**config.mk**
```make
export PLATFORM = sky130hd
export DESIGN_NAME = cordic_sched_flat
export DESIGN_NICKNAME = d
export VERILOG_FILES = /design/src/rtl/cordic_sched_if.sv /design/src/rtl/cordic_sched.sv /design/src/flat_wrapper.sv
export SDC_FILE = /design/constraint.sdc
export NUM_CORES = 1
export LEC_CHECK = 0
export ABC_AREA = 1
export CAP_MARGIN = 30
export CORE_MARGIN = 3
export CORE_UTILIZATION = 40
export CTS_CLUSTER_SIZE = 12
export DETAILED_ROUTE_END_ITERATION = 8
export DONT_BUFFER_PORTS = 1
export GPL_TIMING_DRIVEN = 0
export SKIP_CTS_REPAIR_TIMING = 1
export SLEW_MARGIN = 20
export SYNTH_ARGS = -nofsm -noshare
export SYNTH_HDL_FRONTEND = slang
export SYNTH_SLANG_ARGS = --single-unit
```
**constraint.sdc**
```tcl
create_clock -name clk -period 1.4 [get_ports clk]
set_clock_uncertainty 0.05 [all_clocks]
set_input_delay 0.21 -clock clk [delete_from_list [all_inputs] [get_ports clk]]
set_output_delay 0.21 -clock clk [all_outputs]
set_load 0.005 [all_outputs]
```
**src/rtl/cordic_sched_if.sv**
```systemverilog
`default_nettype none
// ============================================================================
// Module      : cordic_sched_if
// Description : Bundle of requester, result and core-side signals for the
//               cordic_sched round-robin CORDIC scheduler.
//               slave  - scheduler side (drives readies, result, core ops)
//               master - environment side (requesters, consumer, core stub)
// Signals     : req0_*/req1_* : valid/ready job handshake plus x/y operands
//               res_*         : one-entry result register (valid/ready/phi/id)
//               busy          : a job occupies the core
//               core_*        : start pulse, held operands, returned phase
// Revision    : 1.0 - initial release
// ============================================================================
interface cordic_sched_if #(
  parameter int W = 32
) ();
  logic         req0_valid;
  logic         req0_ready;
  logic [W-1:0] req0_x;
  logic [W-1:0] req0_y;
  logic         req1_valid;
  logic         req1_ready;
  logic [W-1:0] req1_x;
  logic [W-1:0] req1_y;
  logic         res_valid;
  logic         res_ready;
  logic [W-1:0] res_phi;
  logic         res_id;
  logic         busy;
  logic         core_start;
  logic [W-1:0] core_x;
  logic [W-1:0] core_y;
  logic [W-1:0] core_phi;

  modport slave (
    input  req0_valid, req0_x, req0_y,
    input  req1_valid, req1_x, req1_y,
    input  res_ready, core_phi,
    output req0_ready, req1_ready,
    output res_valid, res_phi, res_id,
    output busy, core_start, core_x, core_y
  );

  modport master (
    output req0_valid, req0_x, req0_y,
    output req1_valid, req1_x, req1_y,
    output res_ready, core_phi,
    input  req0_ready, req1_ready,
    input  res_valid, res_phi, res_id,
    input  busy, core_start, core_x, core_y
  );
endinterface
`default_nettype wire

```
**src/rtl/cordic_sched.sv**
```systemverilog
`default_nettype none
// ============================================================================
// Module      : cordic_sched
// Description : Round-robin scheduler sharing one fixed-latency CORDIC core
//               between two requesters. Latches operands on accept, pulses
//               core_start, counts CORE_LAT cycles, then captures core_phi
//               into a one-entry result register tagged with the requester.
// Ports       : clk     - rising-edge clock
//               rst     - synchronous active-high reset
//               bus     - cordic_sched_if.slave (requesters, result, core)
//               job_cnt - [15:0] saturating count of captured results
//                         (present only with CORDIC_SCHED_STATS_EN defined)
// Options     : CORDIC_SCHED_STATS_EN - adds the job_cnt statistics output
// Revision    : 1.0 - initial release
// ============================================================================
module cordic_sched #(
  parameter int W        = 32,
  parameter int CORE_LAT = 28
) (
  input  logic                 clk,
  input  logic                 rst,
`ifdef CORDIC_SCHED_STATS_EN
  output logic [15:0]          job_cnt,
`endif
  cordic_sched_if.slave        bus
);

  localparam int              CNT_W    = $clog2(CORE_LAT + 1);
  localparam logic [CNT_W-1:0] CNT_LAST = CNT_W'(CORE_LAT);
  localparam logic [CNT_W-1:0] CNT_ONE  = CNT_W'(1);

  typedef enum logic [0:0] {
    ST_IDLE = 1'b0,
    ST_RUN  = 1'b1
  } state_e;

  state_e             state_q, state_d;
  logic [CNT_W-1:0]   cnt_q, cnt_d;
  logic               last_grant_q, last_grant_d;
  logic               id_q, id_d;
  logic [W-1:0]       core_x_q, core_x_d;
  logic [W-1:0]       core_y_q, core_y_d;
  logic               core_start_q, core_start_d;
  logic               res_valid_q, res_valid_d;
  logic [W-1:0]       res_phi_q, res_phi_d;
  logic               res_id_q, res_id_d;

  logic slot_free;
  logic grant0, grant1;
  logic ready0, ready1;
  logic accept0, accept1;
  logic capture;

  // Handshake decode. Readies are forced low while rst is high so a
  // handshake can never coincide with reset.
  always_comb begin
    slot_free = !res_valid_q || bus.res_ready;
    // On contention the requester not granted last wins.
    grant0    = bus.req0_valid && (!bus.req1_valid ||  last_grant_q);
    grant1    = bus.req1_valid && (!bus.req0_valid || !last_grant_q);
    ready0    = !rst && (state_q == ST_IDLE) && slot_free && grant0;
    ready1    = !rst && (state_q == ST_IDLE) && slot_free && grant1;
    accept0   = ready0 && bus.req0_valid;
    accept1   = ready1 && bus.req1_valid;
    capture   = (state_q == ST_RUN) && (cnt_q == CNT_LAST);
  end

  // Next-state and datapath next values.
  always_comb begin
    state_d      = state_q;
    cnt_d        = cnt_q;
    last_grant_d = last_grant_q;
    id_d         = id_q;
    core_x_d     = core_x_q;
    core_y_d     = core_y_q;
    core_start_d = 1'b0;
    res_valid_d  = res_valid_q;
    res_phi_d    = res_phi_q;
    res_id_d     = res_id_q;

    case (state_q)
      ST_IDLE: begin
        if (accept0 || accept1) begin
          state_d      = ST_RUN;
          cnt_d        = '0;
          core_start_d = 1'b1;
          id_d         = accept1;
          last_grant_d = accept1;
          core_x_d     = accept1 ? bus.req1_x : bus.req0_x;
          core_y_d     = accept1 ? bus.req1_y : bus.req0_y;
        end
      end
      ST_RUN: begin
        if (capture) begin
          state_d = ST_IDLE;
        end else begin
          cnt_d = cnt_q + CNT_ONE;
        end
      end
      default: state_d = ST_IDLE;
    endcase

    // A capture wins over a pop on the same edge: the new result overwrites.
    if (capture) begin
      res_valid_d = 1'b1;
      res_phi_d   = bus.core_phi;
      res_id_d    = id_q;
    end else if (res_valid_q && bus.res_ready) begin
      res_valid_d = 1'b0;
    end
  end

  always_ff @(posedge clk) begin
    if (rst) begin
      state_q      <= ST_IDLE;
      cnt_q        <= '0;
      last_grant_q <= 1'b1;
      id_q         <= 1'b0;
      core_x_q     <= '0;
      core_y_q     <= '0;
      core_start_q <= 1'b0;
      res_valid_q  <= 1'b0;
      res_phi_q    <= '0;
      res_id_q     <= 1'b0;
    end else begin
      state_q      <= state_d;
      cnt_q        <= cnt_d;
      last_grant_q <= last_grant_d;
      id_q         <= id_d;
      core_x_q     <= core_x_d;
      core_y_q     <= core_y_d;
      core_start_q <= core_start_d;
      res_valid_q  <= res_valid_d;
      res_phi_q    <= res_phi_d;
      res_id_q     <= res_id_d;
    end
  end

`ifdef CORDIC_SCHED_STATS_EN
  logic [15:0] job_cnt_q;

  always_ff @(posedge clk) begin
    if (rst) begin
      job_cnt_q <= 16'h0000;
    end else if (capture && (job_cnt_q != 16'hFFFF)) begin
      job_cnt_q <= job_cnt_q + 16'h0001;
    end
  end

  assign job_cnt = job_cnt_q;
`endif

  assign bus.req0_ready = ready0;
  assign bus.req1_ready = ready1;
  assign bus.res_valid  = res_valid_q;
  assign bus.res_phi    = res_phi_q;
  assign bus.res_id     = res_id_q;
  assign bus.busy       = (state_q == ST_RUN);
  assign bus.core_start = core_start_q;
  assign bus.core_x     = core_x_q;
  assign bus.core_y     = core_y_q;

endmodule
`default_nettype wire

```
**src/flat_wrapper.sv**
```systemverilog
// flat-port wrapper written by rule: the top's interface ports become plain ports
module cordic_sched_flat 
#(
  parameter int W        = 32,
  parameter int CORE_LAT = 28
)
  (clk, rst, bus_req0_valid, bus_req0_x, bus_req0_y, bus_req1_valid, bus_req1_x, bus_req1_y, bus_res_ready, bus_core_phi, bus_req0_ready, bus_req1_ready, bus_res_valid, bus_res_phi, bus_res_id, bus_busy, bus_core_start, bus_core_x, bus_core_y);
  cordic_sched_if #(.W(W)) bus_i ();
  input  logic clk;
  input  logic rst;
  input wire logic [$bits(bus_i.req0_valid)-1:0] bus_req0_valid;
  input wire logic [$bits(bus_i.req0_x)-1:0] bus_req0_x;
  input wire logic [$bits(bus_i.req0_y)-1:0] bus_req0_y;
  input wire logic [$bits(bus_i.req1_valid)-1:0] bus_req1_valid;
  input wire logic [$bits(bus_i.req1_x)-1:0] bus_req1_x;
  input wire logic [$bits(bus_i.req1_y)-1:0] bus_req1_y;
  input wire logic [$bits(bus_i.res_ready)-1:0] bus_res_ready;
  input wire logic [$bits(bus_i.core_phi)-1:0] bus_core_phi;
  output wire logic [$bits(bus_i.req0_ready)-1:0] bus_req0_ready;
  output wire logic [$bits(bus_i.req1_ready)-1:0] bus_req1_ready;
  output wire logic [$bits(bus_i.res_valid)-1:0] bus_res_valid;
  output wire logic [$bits(bus_i.res_phi)-1:0] bus_res_phi;
  output wire logic [$bits(bus_i.res_id)-1:0] bus_res_id;
  output wire logic [$bits(bus_i.busy)-1:0] bus_busy;
  output wire logic [$bits(bus_i.core_start)-1:0] bus_core_start;
  output wire logic [$bits(bus_i.core_x)-1:0] bus_core_x;
  output wire logic [$bits(bus_i.core_y)-1:0] bus_core_y;
  assign bus_i.req0_valid = bus_req0_valid;
  assign bus_i.req0_x = bus_req0_x;
  assign bus_i.req0_y = bus_req0_y;
  assign bus_i.req1_valid = bus_req1_valid;
  assign bus_i.req1_x = bus_req1_x;
  assign bus_i.req1_y = bus_req1_y;
  assign bus_i.res_ready = bus_res_ready;
  assign bus_i.core_phi = bus_core_phi;
  assign bus_req0_ready = bus_i.req0_ready;
  assign bus_req1_ready = bus_i.req1_ready;
  assign bus_res_valid = bus_i.res_valid;
  assign bus_res_phi = bus_i.res_phi;
  assign bus_res_id = bus_i.res_id;
  assign bus_busy = bus_i.busy;
  assign bus_core_start = bus_i.core_start;
  assign bus_core_x = bus_i.core_x;
  assign bus_core_y = bus_i.core_y;
  cordic_sched #(.W(W), .CORE_LAT(CORE_LAT)) u_core (.clk(clk), .rst(rst), .bus(bus_i));
endmodule
```
Yosys cells after proc, flatten, opt, wreduce, memory -nomap -nowiden
Cells that the tools add are included.
{"block": "classes", "addsub": 1, "n_eq_ne": 3, "mux": 10, "bitwise_logic": 1, "n_reduce_logical": 23}
{"operator": "2-to-1 mux 32 bit", "n": 2}
{"operator": "logical AND 1 bit", "n": 10}
{"operator": "2-to-1 mux 5 bit", "n": 2}
{"operator": "case mux 5 bit (2 select lines)", "n": 1}
{"operator": "adder 5 x 1 -> 5 bit (second input constant)", "n": 1}
{"operator": "equality test 5 bit (second input constant)", "n": 1}
{"operator": "zero test 1 bit", "n": 5}
{"operator": "logical OR 1 bit", "n": 4}
{"operator": "2-to-1 mux 1 bit", "n": 4}
{"operator": "inequality test 2 bit (second input constant)", "n": 2}
{"operator": "AND reduction 2 bit", "n": 2}
{"operator": "case mux 1 bit (2 select lines)", "n": 1}
{"operator": "nonzero test 2 bit", "n": 1}
{"operator": "OR reduction 2 bit", "n": 1}
{"operator": "NOT 1 bit", "n": 1}
{"block": "word_totals", "register_bits": 107, "output_inout_bits": 102, "word_cells": 48}

Depth between registers and ports, before layout
Gate-level depths: netlist of the first run.
{"block": "depth", "depth_word": 8, "depth_mapped": 11}

Worst setup path after synthesis of the first run
Ideal clock, no wire load.
{"block": "synth_path", "path_kind": "register to register", "startpoint": "register u_core.cnt_q[0]", "endpoint": "register u_core.res_phi_q[10], in the netlist u_core.bus.res_phi[10]", "setup_ns": 0.116, "arrival_ns": 1.291, "setup_slack_ns": -0.056, "path_stages_with_launch": 10, "path_buffers": 1, "synth_period_minus_slack_ns": 1.456, "cell_sequence": "dfxtp_1 > inv_1 > ha_1 > nand2_1 > inv_1 > nand2_1 > clkinv_1 > buf_2 > nor2_1 > nor2_1"}
{"block": "synth_via", "elab_chain_len": 2}
{"element": "from (decl)", "line_no": "cordic_sched.sv:38", "rtl": "logic [CNT_W-1:0] cnt_q, cnt_d;"}
{"element": "from (signal assigned)", "line_no": "cordic_sched.sv:127", "rtl": "cnt_q <= cnt_d;"}
{"element": "equality test 5 bit", "line_no": "cordic_sched.sv:65", "rtl": "capture = (state_q == ST_RUN) && (cnt_q == CNT_LAST);"}
{"element": "logical AND 1 bit", "line_no": "cordic_sched.sv:65"}
{"element": "to (signal assigned)", "line_no": "cordic_sched.sv:134", "rtl": "res_phi_q <= res_phi_d;"}
{"element": "to (decl)", "line_no": "cordic_sched.sv:45", "rtl": "logic [W-1:0] res_phi_q, res_phi_d;"}
Every way passes these cells.
A chain may end at the register's enable or synchronous reset.

Worst setup path in the final report of the first run
{"block": "layout_path", "startpoint": "register u_core.last_grant_q", "endpoint": "output bus_req1_ready"}
{"block": "layout_via", "elab_chain_len": 4}
{"element": "from (decl)", "line_no": "cordic_sched.sv:39", "rtl": "logic last_grant_q, last_grant_d;"}
{"element": "from (signal assigned)", "line_no": "cordic_sched.sv:128", "rtl": "last_grant_q <= last_grant_d;"}
{"element": "zero test 1 bit", "line_no": "cordic_sched.sv:60", "rtl": "grant1 = bus.req1_valid && (!bus.req0_valid || !last_grant_q);"}
{"element": "logical OR 1 bit", "line_no": "cordic_sched.sv:60"}
{"element": "logical AND 1 bit", "line_no": "cordic_sched.sv:60"}
{"element": "logical AND 1 bit", "line_no": "cordic_sched.sv:62", "rtl": "ready1 = !rst && (state_q == ST_IDLE) && slot_free && grant1;"}
{"element": "to (decl)", "line_no": "flat_wrapper.sv:20", "rtl": "output wire logic [$bits(bus_i.req1_ready)-1:0] bus_req1_ready;"}
Every way passes these cells.

==> results.md, run 1 <==
- Syn Nets: 862
- HPWL after DPL: 10.4 mm
- DRC viols: 0
- Core area: roughly 11000 um^2
- Type of the worst setup path: reg -> out
- GRT Resource Usage Total: 19.1%
- Primary FF master, synth: dfxtp_1
- Worst relative slew slack: between 50% and 60%
- Total of max-cap violations: 0
- Port-buffer cells: 0
- RSZ-0062 raised after global routing: yes
- FFs w/ async S/R, synth: 0%
- Largest net degree at the start of global routing: 17
- DRT Wirelength: 14.2 mm
- Critical Path End Type: primary output
- Count of different cell masters after synthesis: 24
- Total number of vias: about 4.4k
- H-Tree Depth: 3
- CP required: 1.14 ns
- Root Buffer: clkbuf_16
- Vias in the first global route: 3945
- Final max-slew violation count: 0
- Nets@finish: 894
- Die Width: 115 um
- Status: finished, violations left
- Met2 Routed Length: 6.99 mm
- Final hold violations: 10
- Top post-synthesis cells by area: dfxtp_1 45%, nor2_1 16%, nand2_1 15%, o21ai_0 9.2%, nand2_2 2.5%
- 1st-iter DRT viols: 240
- Vias/cell: 5.04
- DR pass1 iterations: 6
- First-pass GRT wire length: 19.7 mm
- YS warnings: 0
- Clock latency on the worst-skew pair: around 0.34 ns
- Seq/Total Area, Yosys: 45.5%
- Average size of a mapped cell: just under 7 um^2
- Initial antenna violation count: 0
- Setup TNS: -7.27 ns
- Reg clk slew, reported paths: 0.07 ns
- CTS Sinks: between 100 and 150
- Critical path launch point type: flop
- Ratio of cells with drive above 1 in the final layout: 14.8%
- Mapped Cells: 695
- Top routing layer in use: met4
- Netlist Area Pre-Place: around 4700 um^2
- Top-count cell post-synth: nor2_1
- Clock Path Buffers: 2
- DR WL/cell: 16.2 um
- Gp weighted congestion: 0.798
- Min-delay worst type: in -> reg
- Place WS: -0.223 ns
- Yosys top cell area share: between 40% and 50%
- Cts bufs inserted: 9
- Yosys top cell by area: dfxtp_1
- Metal3 WL: 1.47 mm
- Final setup viols: between 70 and 80
- Met1 wire length: ~5.5 mm
- Post-synth EDFFs: 0
- Top cells by count, synth: 198 x nor2_1, 186 x nand2_1, 107 x dfxtp_1
- # IOs: ~270
- CTS tree: built
- Tcrit/Tclk final: 115%
- FF+latch count, synth: 107
- Initial core utilization: 41.1%
- Die Y: 115 um
- Worst Slack Setup Final: -0.209 ns
- Row count: 39
- Crit-path max FO: 7
- Fmax achieved: around 620 MHz
- Leak Pwr: ~2.5 nW
- Peak supply drop: 0.000788 V
- Inserted Diodes: 0
- Grt total ovfl: 0
- Final Critical Period: 1.61 ns
- Die ar.: roughly 13000 um^2
- Violated checks: hold timing, setup timing
- Power Dens Cells: between 1000 and 1500 nW/um^2
- Arr. time, crit path: around 1.4 ns
- Area Growth Syn to Fin: 20.0%
- Worst hold slack: -0.0326 ns
- Worst-margin pin slew: a little under 0.7 ns
- Routed Antenna Nets: 0
==> registers in the layout, indices dropped and copies added (netlist names) <==
signal / count
u_core.bus.res_valid: 1
u_core.bus.busy: 1
u_core.bus.core_x: 32
u_core.id_q: 1
u_core.bus.core_start: 1
u_core.last_grant_q: 1
u_core.bus.res_id: 1
u_core.bus.core_y: 32
u_core.cnt_q: 5
u_core.bus.res_phi: 32
==> path summary, 6_finish.rpt <==
check	from	to	slack, ns	cells past startpoint
worst max register to register	u_core.last_grant_q$_SDFFE_PP1P_	u_core.bus.core_x[4]$_SDFFE_PP0P_	-0.15	8
worst max-delay path	u_core.last_grant_q$_SDFFE_PP1P_	bus_req1_ready	-0.21	4
worst min register to register	u_core.id_q$_SDFFE_PP0P_	u_core.id_q$_SDFFE_PP0P_	0.42	2
worst min-delay path	bus_core_phi[10]	u_core.bus.res_phi[10]$_SDFFE_PP0P_	-0.03	2
==> layer usage <==
metal  vias up  track usage, %
met5         -               0
met4         0            7.21
met3        13            6.50
met2       218            33.2
met1      1953            21.4
li1       2227               -
==> cell type report <==
cell class / count / area, um^2
buffer: 45 / 389
clock buffer: 13 / 260
clock inverter: 3 / 68.8
fill: 1175 / 5810
inverter: 17 / 73.8
multi-input combinational: 526 / 2290
sequential: 107 / 2150
tap: 143 / 179
timing repair buffer: 21 / 248
==> critical path: stages (launching register included) <==
cell	delay, ns
dfxtp_1	0.34
a21oi_2	0.27
nand2_4	0.17
inv_8	0.10
buf_8	0.12
==> through the flow <==
step           power (mW)  util (%)  std cells  cell area [um^2]
2_1_floorplan        4.04         -        695              4720
3_3_place_gp         4.26      42.7        838              4900
3_5_place_dp         4.28      42.7        838              4900
4_1_cts              7.05      45.6        854              5230
5_1_grt              7.46      49.3        875              5660
6_report             7.11      49.3        875              5660
==> cells in the final DEF, fill, tap and decap left out, drive strengths merged <==
cell	count
o21ai	100
xor2	2
o211ai	1
a21oi	8
clkbuf	33
nand2	206
nor2	199
bufinv	2
buf	37
inv	18
ha	2
dlygate4sd3	9
dfxtp	107
nand3	8
==> report_power, final <==
group | total (mW) | internal [mW] | switching, mW
combinational | 0.921 | 0.394 | 0.527
clock | 2.76 | 1.67 | 1.09
sequential | 3.43 | 3.25 | 0.175
total | 7.11 | 5.32 | 1.79
==> cell families (layout without fill, tap and decap cells) <==
logic type / after synthesis / count (layout) / synth area share (%)
AO/OA/AOI/OAI: 109 / 109 / 11.8
XOR/XNOR: 2 / 2 / 0.372
adder cells (fa/ha/maj): 2 / 2 / 0.531
buffers and inverters: 62 / 99 / 7.41
flip-flops: 107 / 107 / 45.5
AND/OR/NAND/NOR: 413 / 413 / 34.4
No activity file was read; power rests on OpenSTA's default activity.
==> run 2: changes to the inputs <==
- CAP_MARGIN: 30 -> not set
- PLACE_DENSITY_LB_ADDON: not set -> 0.15
==> run 2 against run 1 <==
  * The flow still finishes with violations (hold timing, setup timing)
  * Worst setup slack improved by 0.034 ns
  * Sequential share of layout area decreased by 0.79 points
  * Die area unchanged
  * Sequential power about the same
  * Hold slack improved by 0.016 ns
  * Clock-buffer cell count decreased by 2
  * Critical path type unchanged
==> results.md, run 2 (synthesis gave the netlist of run 1 again) <==
- Grt total ovfl: 0
- Max incr delay on CP: between 0.3 and 0.4 ns
- Setup TNS: -5.58 ns
- Peak supply drop: 0.000746 V
- Most frequent cells in the layout: 193 x nor2_1, 174 x nand2_1, 102 x dfxtp_1
- Die Y: ~110 um
- Vias/cell: 5.03
- Place WS: -0.343 ns
- Status: finished, violations left
- Fmax achieved: 635 MHz
- Setup slack, reg-to-reg: -0.12 ns
- First-pass GRT wire length: 20.4 mm
- RSZ-0062 raised after global routing: yes
- Gp weighted congestion: 0.844
- Crit path capture: bus_req1_ready
- Commonest non-fill, non-tap cell in the layout: nor2_1
- Leak Pwr: between 2 and 3 nW
- Worst hold slack: -0.0164 ns
- Cts bufs inserted: 9
- Routed Antenna Nets: 0
- Initial antenna violation count: 0
- DR WL/cell: approximately 16 um
- Reg2reg start: u_core.bus.res_valid$_SDFFE_PP0P_
- Die Width: approximately 110 um
- Final Critical Period: 1.57 ns
- Hold Path Cell Cnt: 2
- CTS tree: built
- Grt met2 use: 33.6%
- Port-buffer cells: 0
- Fin area: 5780 um^2
- Worst relative slew slack: 55.8%
- Ratio of cells with drive above 1 in the final layout: 17.5%
- Initial core utilization: between 40% and 50%
- Met1 Resource Use GR: ~23%
- Arr. time, crit path: 1.31 ns
- 1st-iter DRT viols: 223
- Critical Path End Type: primary output
- Worst-margin pin slew: approximately 0.66 ns
- CP cell instances: inv_2 -> nor2_4 -> nor2_4 -> nand2_4 -> inv_6 -> buf_8
- Clock latency on the worst-skew pair: 0.34 ns
- Min-delay worst type: in -> reg
- Vias in the first global route: 4077
- DR pass1 iterations: 4
- Root Buffer: clkbuf_16
- Largest net degree at the start of global routing: 17
- Type of the worst setup path: reg -> out
- Clock Path Buffers: 2
- GRT Resource Usage Total: approximately a fifth
- Fin util: between 50% and 60%
- Nets@finish: roughly 890
- Crit-path max FO: 6
- CP required: 1.14 ns
- Power, Total: 7.26 mW
- DRT Wirelength: 13.9 mm
- Total number of vias: 4391
- Core area: 11500 um^2
- Most Crowded Layer GR: met2
- Die ar.: 13100 um^2
- Tcrit/Tclk final: 112%
- Total of max-cap violations: 0
- Register-to-Register Path Depth: 11
- Final max-slew violation count: 0
- Area Growth Syn to Fin: 22.7%
- Final setup viols: 77
- DRC viols: 0
- Most used cell, CP: nor2_4
- H-Tree Depth: 3
- CP startpoint: u_core.bus.res_valid$_SDFFE_PP0P_
- HPWL after DPL: between 10 and 15 mm
- # IOs: 267
- Reg clk slew, reported paths: 0.07 ns
- Final hold violations: 12
- Slowest stage cell, crit path: dfxtp_2
- # placed instances: 838
- CTS Sinks: 107
- Placed Area: 4900 um^2
- Reg2Reg Capture Point: u_core.bus.core_y[26]$_SDFFE_PP0P_
- Row count: 39
- Inserted Diodes: 0
- Met3 GRT Util: 6.77%
- Fin cells: 873
- Worst Slack Setup Final: -0.175 ns
- Violated checks: hold timing, setup timing
- Power Dens Cells: 1260 nW/um^2
- Critical path launch point type: flop
==> run 2: changes by cell type in the layout (fill, tap and decap cells not counted), moves of 4 or more <==
cell,change
buf_4,-6
nand2_1,-7
nand2_2,+4
o21ai_0,-26
o21ai_1,+11
o21ai_2,+15
==> run 2: worst min path at each step <==
stage | startpoint | to | slack [ns]
2_1_floorplan | rst | u_core.bus.busy$_SDFF_PP0_ | 0.23
3_3_place_gp | rst | u_core.bus.busy$_SDFF_PP0_ | 0.23
6_report | bus_core_phi[16] | u_core.bus.res_phi[16]$_SDFFE_PP0P_ | -0.02
5_1_grt | bus_core_phi[24] | u_core.bus.res_phi[24]$_SDFFE_PP0P_ | -0.03
4_1_cts | rst | u_core.cnt_q[3]$_SDFFE_PP0P_ | -0.14
3_5_place_dp | rst | u_core.bus.busy$_SDFF_PP0_ | 0.23
==> run 2: critical path: cells and delay by family, from the launching register on <==
family | cells | cell delay, ns
DFF | 1 | 0.35
and+or+nand+nor | 3 | 0.33
buffers and inverters | 3 | 0.29
==> run 2: final cells by class <==
type | count | area (um^2)
multi-input cells | 526 | 2390
plain buffers | 45 | 393
inverters | 17 | 71.3
well taps | 143 | 179
clock buffers | 11 | 233
flip-flops and latches | 107 | 2150
clock inverters | 4 | 98.8
fillers | 1165 | 5690
repair buffers | 20 | 268
==> run 2: routing by layer <==
metal,part of all wire [%],vias to the layer above
li1,-,2234
met1,39,1957
met2,50,179
met3,9.3,21
met4,1.7,0
met5,0,-
==> run 2: report_power, final <==
group	switching, mW	internal, mW	leakage (nW)
registers	0.184	3.25	0.879
clock network	1.10	1.75	0.160
logic	0.553	0.427	1.54
==> run 3: changes to the inputs <==
- ABC_CLOCK_PERIOD_IN_PS: not set -> 1400
- CTS_CLUSTER_DIAMETER: not set -> 50
==> results of run 3 <==
No change in the layout: final DEF, timing and power equal those of run 2.
